==> src/rtl/rr_sel_arbiter_if.sv <==
// rr_sel_arbiter_if: request/done inputs and select/grant outputs of the round-robin arbiter.
// Latency: none, wires only.
// Backpressure: none here; the arbiter holds grant until done, withdrawal or timeout.
interface rr_sel_arbiter_if;
    logic [7:0] req;
    logic       done;
    logic [2:0] sel;
    logic [7:0] grant;
    logic       busy;
    logic       timeout;

    // Requesters/consumer side drives req and done, observes the grant.
    modport master (
        output req,
        output done,
        input  sel,
        input  grant,
        input  busy,
        input  timeout
    );

    // Arbiter side.
    modport slave (
        input  req,
        input  done,
        output sel,
        output grant,
        output busy,
        output timeout
    );
endinterface

==> src/rtl/rr_sel_arbiter.sv <==
// rr_sel_arbiter: round-robin grant of one of eight channels, drives the 3-bit mux select.
// Latency: grant/sel/busy registered one cycle after req is sampled in IDLE; release one cycle after its cause.
// Backpressure: grant held until done, requester withdrawal or hold timeout; at least one idle cycle between grants.
module rr_sel_arbiter #(
    parameter int HOLD_CYCLES = 16,
    parameter int CNT_W       = 5
) (
    input  logic               clk,
    input  logic               rst_n,
    rr_sel_arbiter_if.slave    bus
);

    typedef enum logic {
        IDLE = 1'b0,
        BUSY = 1'b1
    } state_t;

    // Hold counter value seen on the last permitted BUSY cycle.
    localparam logic [CNT_W-1:0] HOLD_LAST = (HOLD_CYCLES == 0) ? '0 : CNT_W'(HOLD_CYCLES - 1);
    localparam bit               HOLD_EN   = (HOLD_CYCLES != 0);

    state_t           state;
    logic [2:0]       last;
    logic [CNT_W-1:0] hold_cnt;

    logic       pick_vld;
    logic [2:0] pick;
    logic [2:0] cand;
    logic       rel_done;
    logic       rel_drop;
    logic       rel_hold;

    // Round-robin search: first requesting channel upward from last+1, wrapping through 7 -> 0.
    always_comb begin
        pick_vld = 1'b0;
        pick     = 3'd0;
        cand     = 3'd0;
        for (int i = 1; i <= 8; i++) begin
            cand = last + 3'(i);
            if (!pick_vld && bus.req[cand]) begin
                pick_vld = 1'b1;
                pick     = cand;
            end
        end
    end

    // Release causes for the grant currently held; done outranks the others for the timeout flag.
    always_comb begin
        rel_done = bus.done;
        rel_drop = !bus.req[bus.sel];
        rel_hold = HOLD_EN && (hold_cnt == HOLD_LAST);
    end

    // Grant FSM with registered grant/sel/busy/timeout and the saturating hold counter.
    always_ff @(posedge clk or negedge rst_n) begin
        if (!rst_n) begin
            state       <= IDLE;
            last        <= 3'd7;
            hold_cnt    <= '0;
            bus.sel     <= 3'd0;
            bus.grant   <= 8'h00;
            bus.busy    <= 1'b0;
            bus.timeout <= 1'b0;
        end else begin
            bus.timeout <= 1'b0;
            case (state)
                IDLE: begin
                    if (pick_vld) begin
                        state     <= BUSY;
                        bus.sel   <= pick;
                        bus.grant <= 8'h01 << pick;
                        bus.busy  <= 1'b1;
                        hold_cnt  <= '0;
                    end
                end
                BUSY: begin
                    if (rel_done || rel_drop || rel_hold) begin
                        state       <= IDLE;
                        bus.grant   <= 8'h00;
                        bus.busy    <= 1'b0;
                        last        <= bus.sel;
                        hold_cnt    <= '0;
                        bus.timeout <= !rel_done && !rel_drop;
                    end else if (hold_cnt != '1) begin
                        hold_cnt <= hold_cnt + CNT_W'(1);
                    end
                end
                default: begin
                    state <= IDLE;
                end
            endcase
        end
    end

endmodule

==> src/flat_wrapper.sv <==
// flat-port wrapper written by rule: the top's interface ports become plain ports
module rr_sel_arbiter_flat 
#(
    parameter int HOLD_CYCLES = 16,
    parameter int CNT_W       = 5
)
  (clk, rst_n, bus_req, bus_done, bus_sel, bus_grant, bus_busy, bus_timeout);
  rr_sel_arbiter_if bus_i ();
  input  logic clk;
  input  logic rst_n;
  input wire logic [$bits(bus_i.req)-1:0] bus_req;
  input wire logic [$bits(bus_i.done)-1:0] bus_done;
  output wire logic [$bits(bus_i.sel)-1:0] bus_sel;
  output wire logic [$bits(bus_i.grant)-1:0] bus_grant;
  output wire logic [$bits(bus_i.busy)-1:0] bus_busy;
  output wire logic [$bits(bus_i.timeout)-1:0] bus_timeout;
  assign bus_i.req = bus_req;
  assign bus_i.done = bus_done;
  assign bus_sel = bus_i.sel;
  assign bus_grant = bus_i.grant;
  assign bus_busy = bus_i.busy;
  assign bus_timeout = bus_i.timeout;
  rr_sel_arbiter #(.HOLD_CYCLES(HOLD_CYCLES), .CNT_W(CNT_W)) u_core (.clk(clk), .rst_n(rst_n), .bus(bus_i));
endmodule
==> config.mk <==
export PLATFORM = sky130hd
export DESIGN_NAME = rr_sel_arbiter_flat
export DESIGN_NICKNAME = d
export VERILOG_FILES = /design/src/rtl/rr_sel_arbiter_if.sv /design/src/rtl/rr_sel_arbiter.sv /design/src/flat_wrapper.sv
export SDC_FILE = /design/constraint.sdc
export NUM_CORES = 1
export LEC_CHECK = 0
export CAP_MARGIN = 20
export CORE_UTILIZATION = 40
export CTS_CLUSTER_DIAMETER = 120
export DETAILED_ROUTE_END_ITERATION = 6
export PLACE_DENSITY = 0.68
export RECOVER_POWER = 25
export SYNTH_ARGS = -nofsm -noshare
export SYNTH_HDL_FRONTEND = slang
export SYNTH_SLANG_ARGS = --single-unit
==> constraint.sdc <==
create_clock -name clk -period 3.45 [get_ports clk]
set_input_delay 0.69 -clock clk [delete_from_list [all_inputs] [get_ports clk]]
set_output_delay 0.69 -clock clk [all_outputs]
set_load 0.005 [all_outputs]
==> impl_metrics.csv, run 1 <==
group,metric,value,unit
run_status,run_status,"finished, final reports clean",
sta,holdWs,494,ps
global_route,overflow,0,
sta,finalSetupViolCount,0,
clocking,clockBufferDepth,2,
yosys,ys.flop_type,"dfrtp_1",
yosys,ys_seq_area_frac,0.269,
yosys,post-synth-top-count-cell,"dfrtp_1",
sta,post-route-period-util,0.906,
sta,slew_viol_final,0,
critical_path,ff2ff_path_depth,9,
critical_path,crit_required,3610,ps
min_path,min_path_type,"flop to flop",
critical_path,regToRegStartpoint,"u_core.last[0]",
global_route,grt_pass1_wl,7.90,mm
sta,setup_tns,0,ps
detailed_routing,dr.pass1.iters,4,
power_and_ir_drop,power.switching,1330,uW
yosys,synth_edf_count,0,
die,boundaryPins,24,
power_and_ir_drop,sw_frac_of_total,0.469,
detailed_routing,finalWirelength,4.75,mm
detailed_routing,wire_per_inst,16.6,microns
die,die_y,73.7,microns
global_route,grt_pass1_vias,1579,
yosys,synthCells,192,
global_route,grt_start_max_net_pins,25,
power_and_ir_drop,p_per_area,1170,nW/um^2
die,coreArea,4850,sq um
layout,num-nets-final,236,
yosys,syn_area,2060,sq um
sta,slew_headroom,0.274,
critical_path,arrival,3280,ps
critical_path,critPathMaxStageDelay,640,ps
die,start_util,0.425,
power_and_ir_drop,p_leak,0.000979,uW
clocking,cts_made_buffers,3,
placed_design,placed_area,2370,sq um
sta,skew,2.13,ps
min_path,hp-start,"u_core.bus.grant[4]",
clocking,h-tree-depth,1,
min_path,hold_path_depth,1,
clocking,cts_setup_buffers,0,
clocking,path_clk_slew,80,ps
die,die_area,5440,sq um
yosys,synth_seq_cells,22,
power_and_ir_drop,peakVddDrop,594,uV
clocking,root_buffer,"clkbuf_8",
global_route,grt_use_total,0.192,
yosys,ys_top_cells_by_count,"dfrtp_1 (19), nand2_1 (18), mux4_2 (14), nor2_1 (14), mux2_2 (13)",
critical_path,critPathCaptureType,"flop",
yosys,synth.distinct_cells,58,
yosys,async_flop_share,1.00,
yosys,yosys.area.top_type,"dfrtp_1",
yosys,synth_area_leaders,"dfrtp_1 (23%), mux4_2 (15%), mux2_2 (7.1%)",
placed_design,placed_cells_incl_taps,281,
critical_path,crit-reg2reg-capture,"u_core.bus.grant[0]",
clocking,clock-sinks,22,
layout,antenna_cells,0,
placed_design,hpwl,3.64,mm
global_route,grt_antenna_before_repair,0,
yosys,syn_area_per_cell,10.7,sq um
sta,rsz0062_at_grt,"false",
sta,timing.final.crit_period,3130,ps
clocking,clock_latency,260,ps
yosys,postSynthNetCount,208,
die,die_w,73.7,microns
critical_path,start_kind,"flop",
detailed_routing,remaining_drc_errors,0,
detailed_routing,vias,1706,
layout,final_cell_area,2430,sq um
sta,tightest_slew,1090,ps
placed_design,port_buffers,23,
sta,hold_violations,0,
power_and_ir_drop,seqPwrFrac,0.155,
layout,drive_above_1_share,0.251,
clocking,cts_tree,"built",
detailed_routing,viasPerCell,5.97,
layout,stdcell_count,286,
detailed_routing,ant_nets,0,
clocking,ctsResizeCount,0,
layout,syn2layout_area_growth,18.2,%
power_and_ir_drop,p_comb_frac,0.780,
job,max_cap_violations,0,
die,row_count,25,
placed_design,finalWeightedCongestion,0.844,
critical_path,crit_fanout,24,
critical_path,reg2reg_slack,320,ps
yosys,synth_warnings,0,
critical_path,crit_slowest_cell,"mux4_2",
power_and_ir_drop,p_int,1510,uW
critical_path,path_cells,"buf_4, ha_1, xnor2_1, mux4_2, o221ai_1, nand3_1, a221oi_2, nor2_1, a32o_1",
power_and_ir_drop,pwr-share-clk,0.065,
critical_path,crit_type,"flop to flop",
detailed_routing,drtIter0Drc,68,
yosys,synth_top_area_frac,0.231,
min_path,holdPathEnd,"u_core.bus.grant[4]",
sta,max_freq,320,MHz
clocking,cts_hold_buf,0,
## power groups by stage
| stage | sequential [uW] | combinational [uW] | clock (uW) |
|---|---|---|---|
| 2_1_floorplan | 413 | 1730 | 0 |
| 3_3_place_gp | 445 | 2180 | 0 |
| 3_5_place_dp | 446 | 2190 | 0 |
| 4_1_cts | 442 | 2200 | 195 |
| 5_1_grt | 457 | 2400 | 202 |
| 6_report | 441 | 2210 | 184 |
## flip-flops by register name, summed over array words and instances, names as in the netlist
register	cells
u_core.bus.busy	1
u_core.bus.grant	8
u_core.bus.sel	3
u_core.bus.timeout	1
u_core.hold_cnt	5
u_core.last	3
u_core.state	1
## layout by cell type (no fill, tap or decap), types with 3 or more instances in the layout
master	count
ha_1	5
mux4_2	14
xor2_1	3
and2_1	7
nand3_1	3
mux2i_1	10
nor2_1	14
clkdlybuf4s50_1	22
a21o_1	3
mux2_2	13
nand2_1	18
clkbuf_8	4
inv_1	5
nor2b_1	4
dfrtp_1	19
a21oi_1	5
buf_4	10
dfstp_2	3
a32o_1	8
o21ai_0	3
## worst max-delay path, delay by kind of cell, from the launching register on
kind	cells	cell delay, ps
multiplexers	1	640
AO/OA/AOI/OAI	3	740
AND/OR/NAND/NOR	2	270
adder cells (fa/ha/maj)	1	220
flip-flops	1	530
XOR/XNOR	1	290
buffers and inverters	1	310
## metal layers
| layer | up-vias | global-route usage | routed length, microns |
|---|---|---|---|
| met1 | 830 | 0.284 | 2160 |
| met4 | 0 | 0.0470 | 58 |
| met3 | 8 | 0.0425 | 312 |
| met5 | - | 0 | 0 |
| met2 | 69 | 0.285 | 2220 |
| li1 | 799 | - | - |
## cell type report
| class | count | area, sq um |
|---|---|---|
| clock buffer | 4 | 55.1 |
| fill | 439 | 2420 |
| inverter | 6 | 22.5 |
| multi-input combinational | 153 | 1410 |
| sequential | 22 | 554 |
| tap | 67 | 83.8 |
| timing repair buffer | 34 | 309 |
## worst max-delay path by stage
| stage | from | end | slack (ps) |
|---|---|---|---|
| finish | u_core.last[0] | u_core.bus.grant[0] | 320 |
| global route | u_core.last[0] | u_core.bus.grant[0] | 120 |
| CTS | u_core.last[0] | u_core.bus.grant[0] | 310 |
| detailed placement | bus_req[7] | u_core.bus.grant[7] | 60 |
| global placement | bus_req[5] | u_core.bus.grant[2] | 80 |
| floorplan | u_core.last[0] | u_core.bus.grant[0] | 230 |
## cell families (layout without fill, tap and decap cells)
logic type | Yosys count | in the layout | share of synthesized area
and+or+nand+nor | 58 | 58 | 0.145
xor gates and xnor gates | 5 | 5 | 0.0213
AOI/OAI and AO/OA | 46 | 46 | 0.195
DFF | 22 | 22 | 0.269
adders and majority gates | 5 | 5 | 0.0304
muxes | 39 | 39 | 0.293
buffers and inverters | 17 | 44 | 0.0468
## metrics by stage
step | power [uW] | setup WS (ps) | utilization
2_1_floorplan | 2150 | 235 | -
3_3_place_gp | 2620 | 82.0 | 0.490
6_report | 2840 | 324 | 0.502
3_5_place_dp | 2640 | 55.7 | 0.490
5_1_grt | 3060 | 116 | 0.502
4_1_cts | 2840 | 311 | 0.501
No activity file was read; power rests on OpenSTA's default activity.
==> inputs of run 2 (changes only) <==
- CORE_UTILIZATION: 40 -> 30
- CTS_CLUSTER_DIAMETER: 120 -> 100
- PLACE_DENSITY: 0.68 -> 0.55
==> run 2 against run 1 <==
- worst hold slack better by 9.7 ps
- combinational power is 2% higher
- first-iteration DRC count is 1.5% higher
- largest cell class unchanged
- largest power group unchanged
- highest routed layer unchanged
==> impl_metrics.csv, run 2 (same netlist as run 1, synthesis figures left out) <==
group,metric,value,unit
critical_path,critPathCaptureType,"flop",
placed_design,placed_area,2390,sq um
sta,finalSetupViolCount,0,
global_route,grt_pass1_vias,1693,
detailed_routing,viasPerCell,5.82,
run_status,run_status,"finished, final reports clean",
clocking,root_buffer,"clkbuf_8",
min_path,holdPathEnd,"u_core.bus.busy",
power_and_ir_drop,power,2850,uW
critical_path,crit-reg2reg-capture,"u_core.bus.grant[2]",
power_and_ir_drop,p_per_area,1170,nW/um^2
critical_path,crit_buf_inv,1,
global_route,grt_use_total,0.148,
die,die_area,7200,sq um
die,die_y,84.8,microns
detailed_routing,dr.pass1.iters,6,
detailed_routing,finalWirelength,5.12,mm
sta,max_freq,310,MHz
critical_path,arrival,3370,ps
global_route,overflow,0,
clocking,clock_latency,250,ps
sta,timing.final.crit_period,3220,ps
global_route,grt_antenna_before_repair,0,
clocking,clockBufferDepth,2,
global_route,grt_pass1_wl,8.41,mm
layout,top_regs,"u_core.bus.grant: 8 flops, u_core.hold_cnt: 5 flops",
sta,post-route-period-util,0.934,
power_and_ir_drop,p_leak,0.000978,uW
critical_path,critPathTopFamily,"compound AO/OA/AOI/OAI gates",
min_path,min_path_type,"flop to flop",
sta,tightest_slew,1060,ps
job,max_cap_violations,0,
die,die_w,84.8,microns
min_path,hold_path_depth,2,
sta,skew,2.89,ps
clocking,path_clk_slew,70,ps
critical_path,ff2ff_path_depth,8,
critical_path,regToRegStartpoint,"u_core.last[1]",
layout,largest_register,"u_core.bus.grant",
detailed_routing,wire_per_inst,17.3,microns
layout,num-nets-final,237,
critical_path,crit_type,"flop to flop",
placed_design,hpwl,3.92,mm
min_path,hp-start,"u_core.bus.busy",
sta,rsz0062_at_grt,"false",
layout,mostFrequentLayoutCells,"clkdlybuf4s50_1 (22), dfrtp_1 (19), nand2_1 (18), nor2_1 (14), mux4_2 (14)",
placed_design,finalWeightedCongestion,0.828,
sta,slew_viol_final,0,
critical_path,crit_fanout,13,
critical_path,crit_slowest_cell,"mux4_2",
critical_path,start_kind,"flop",
detailed_routing,ant_nets,0,
clocking,cts_setup_buffers,0,
sta,slew_headroom,0.295,
detailed_routing,vias,1729,
layout,layout_commonest_cell,"clkdlybuf4s50_1",
critical_path,reg2reg_slack,230,ps
die,coreArea,6490,sq um
placed_design,port_buffers,23,
die,start_util,0.317,
layout,largest_reg_flops,8,
critical_path,path_cells,"clkinv_1, ha_1, mux4_2, a2111oi_4, o22ai_2, a221oi_2, nor2_1, a32o_1",
sta,hold_violations,0,
detailed_routing,remaining_drc_errors,0,
clocking,ctsResizeCount,0,
die,boundaryPins,24,
detailed_routing,drtIter0Drc,69,
clocking,cts_tree,"built",
power_and_ir_drop,peakVddDrop,386,uV
layout,syn2layout_area_growth,18.7,%
critical_path,crit_required,3600,ps
clocking,clock-sinks,22,
layout,drive_above_1_share,0.250,
clocking,h-tree-depth,1,
sta,setup_tns,0,ps
layout,final_cell_area,2440,sq um
die,row_count,29,
clocking,cts_hold_buf,0,
layout,antenna_cells,0,
critical_path,critPathMaxStageDelay,670,ps
clocking,cts_made_buffers,3,
global_route,grt_start_max_net_pins,25,
run 2: cell count changes in the layout (fill, tap and decap cells not counted):
cell	delta
clkbuf_8	-1
clkbuf_1	+1
buf_4	+1
run 2: final cells by class:
class	instances	area [sq um]
fillers	617	4050
repair buffers	35	317
inverters	6	22.5
multi-input cells	153	1410
flip-flops and latches	22	554
clock buffers	4	45.0
well taps	77	96.3
run 2: tightest hold or removal path, delay by kind of cell, from the launching register on:
kind	cells	cell delay [ps]
flip-flops	1	360
AND/OR/NAND/NOR	2	110
run 2: how the worst max path moves through the flow:
| stage | start | to | cells after the start |
|---|---|---|---|
| floorplan | u_core.last[0] | u_core.bus.grant[0] | 13 |
| detailed placement | bus_req[5] | u_core.bus.grant[2] | 8 |
| finish | u_core.last[1] | u_core.bus.grant[2] | 8 |
| global route | u_core.last[0] | u_core.bus.grant[3] | 9 |
| CTS | u_core.last[1] | u_core.bus.grant[3] | 8 |
| global placement | bus_req[4] | u_core.bus.grant[2] | 8 |
run 2: per-stage QoR:
stage	utilization	hold WS (ps)	worst slack (ps)	cells
2_1_floorplan	-	394	235	192
3_3_place_gp	0.369	482	44.5	292
3_5_place_dp	0.369	481	25.2	292
4_1_cts	0.375	505	205	296
5_1_grt	0.376	528	49.2	297
6_report	0.376	503	229	297
run 2: metal layers:
metal / vias to the layer above / track usage / part of all wire
met5: - / 0 / 0
met4: 0 / 0.0478 / 0.022
met3: 9 / 0.0126 / 0.045
met2: 51 / 0.239 / 0.48
met1: 865 / 0.210 / 0.46
li1: 804 / - / -
run 2: where the power goes:
group | total [uW] | switching (uW) | internal [uW]
sequential | 442 | 91.0 | 351
clock | 157 | 75.0 | 82.1
combinational | 2250 | 1180 | 1060
total | 2850 | 1350 | 1500
==> inputs of run 3 (changes only) <==
- ABC_CLOCK_PERIOD_IN_PS: default -> 2600
- REMOVE_ABC_BUFFERS: default -> 1
- clock period: 3.45 -> 2.6 ns (I/O delays scaled with it)
==> run 3 against run 2 <==
- the run now ends with negative setup slack left
- maximum frequency increased by 13%
- global-route usage increased by 1.4 points
- sequential cell count unchanged
- final cell count increased by 19%
- cell area increased by 30%
- routed wire length increased by 13%
- count of clock-buffer cells in the layout decreased by 1
- register-to-register slack got worse by 470 ps
- via count increased by 9.6%
- critical path type unchanged
- worst setup slack got worse by 470 ps
- clock skew increased by 5.3 ps
==> impl_metrics.csv, run 3 (same netlist as run 1, synthesis figures left out) <==
group,metric,value,unit
placed_design,post-place-ws,-581,ps
layout,drive_above_1_share,0.514,
min_path,min_path_type,"flop to flop",
clocking,clock-sinks,22,
job,max_cap_violations,0,
sta,rsz0062_at_grt,"true",
run_status,run_status,"complete, but fails checks",
layout,top_regs,"u_core.bus.grant: 8 flops, u_core.hold_cnt: 5 flops",
global_route,grt_pass1_wl,9.26,mm
die,die_w,84.8,microns
sta,slew_headroom,0.175,
layout,antenna_cells,0,
sta,post-route-period-util,1.09,
layout,syn2layout_area_growth,54.0,%
critical_path,crit_fanout,7,
placed_design,port_buffers,23,
die,coreArea,6490,sq um
detailed_routing,finalWirelength,5.77,mm
layout,largest_register,"u_core.bus.grant",
detailed_routing,drtIter0Drc,79,
clocking,clockBufferDepth,2,
layout,num-nets-final,293,
die,start_util,0.317,
critical_path,crit_type,"flop to flop",
sta,hold_violations,0,
sta,tightest_slew,1240,ps
global_route,overflow,0,
detailed_routing,viasPerCell,5.37,
sta,timing.final.crit_period,2840,ps
global_route,grt_antenna_before_repair,0,
clocking,cts_made_buffers,3,
detailed_routing,vias,1895,
clocking,cts_tree,"built",
global_route,grt_pass1_vias,1929,
run_status,violations,"negative setup slack",
clocking,root_buffer,"clkbuf_8",
sta,setup_tns,-2490,ps
global_route,grt_start_max_net_pins,23,
layout,mostFrequentLayoutCells,"buf_4 (59), dfrtp_1 (19), nand2_1 (17), mux4_2 (15), clkdlybuf4s50_1 (14)",
placed_design,placed_cells_incl_taps,332,
sta,max_freq,352,MHz
layout,multi_input_area,1630,sq um
sta,finalSetupViolCount,14,
detailed_routing,remaining_drc_errors,0,
detailed_routing,top_layer,"met4",
sta,skew,8.22,ps
clocking,path_clk_slew,90,ps
placed_design,hpwl,4.17,mm
layout,num-fill-cells,570,
critical_path,crit_required,2750,ps
critical_path,start_kind,"flop",
detailed_routing,met3_length,109,microns
sta,holdWs,486,ps
detailed_routing,ant_nets,0,
die,row_count,29,
detailed_routing,wire_per_inst,16.3,microns
die,die_area,7200,sq um
global_route,grt_use_total,0.162,
layout,layout_commonest_cell,"buf_4",
die,boundaryPins,24,
placed_design,finalWeightedCongestion,0.851,
detailed_routing,met1Wirelength,2.65,mm
clocking,clock_latency,260,ps
layout,largest_reg_flops,8,
layout,area.sequential,554,sq um
detailed_routing,route.met2.wl,2.88,mm
die,die_y,84.8,microns
layout,stdcell_count,353,
clocking,cts_hold_buf,0,
clocking,h-tree-depth,1,
sta,finalWorstSetupSlack,-245,ps
sta,slew_viol_final,0,
critical_path,arrival,3000,ps
critical_path,critPathCaptureType,"flop",
detailed_routing,dr.pass1.iters,4,
run 3: cell count changes in the layout (fill, tap and decap cells not counted), sizes merged:
cell and delta:
dlygate4sd2 +8, clkbuf -1, bufinv +1, clkdlybuf4s50 -8, buf +56
run 3: worst paths after layout:
| kind | from | to | slack (ps) | cells past startpoint |
|---|---|---|---|---|
| max in group asynchronous | rst_n | u_core.bus.sel[1] | 830 | 2 |
| min in group asynchronous | rst_n | u_core.bus.timeout | 1030 | 2 |
| max reg2reg | u_core.last[0] | u_core.bus.grant[1] | -240 | 9 |
| max | u_core.last[0] | u_core.bus.grant[1] | -240 | 9 |
| min | u_core.bus.busy | u_core.bus.busy | 490 | 2 |
| min reg2reg | u_core.bus.busy | u_core.bus.busy | 490 | 2 |
run 3: critical path: stages, from the launching register on:
cell      delay (ps)
dfstp_2          580
buf_4            140
buf_16           120
mux4_2           550
mux2_4           330
o221ai_2         180
nand3_1          110
a221oi_2         320
nor2_2           120
a32o_1           270
run 3: what timing repair did:
action | CTS | global route
endpoints found under the hold margin | 0 | 0
setup endpoints to repair | 18 | 18
cloned | 1 | 0
gates resized for setup | 46 | 19
buffers inserted | 12 | 4
pin swaps | 19 | 14
run 3: per-layer routing:
layer | global-route usage | vias to the layer above
li1 | - | 920
met1 | 0.223 | 937
met2 | 0.265 | 27
met3 | 0.0253 | 11
met4 | 0.0508 | 0
met5 | 0 | -
run 3: metrics by stage:
step | area, sq um | util
4_1_cts | 3070 | 0.472
6_report | 3170 | 0.488
2_1_floorplan | 1980 | -
3_5_place_dp | 2720 | 0.419
3_3_place_gp | 2720 | 0.419
5_1_grt | 3170 | 0.488
run 3: layout make-up:
type                       instances  area share
multi-input combinational        153       0.513
timing repair buffer              91       0.252
sequential                        22       0.175
tap                               77      0.0304
clock buffer                       3      0.0130
clock inverter                     1     0.00947
inverter                           6     0.00750
Power of run 3 is left out: the tool's default activity adds up to more than one toggle a clock period on the data nets, which glitch-free logic cannot reach.
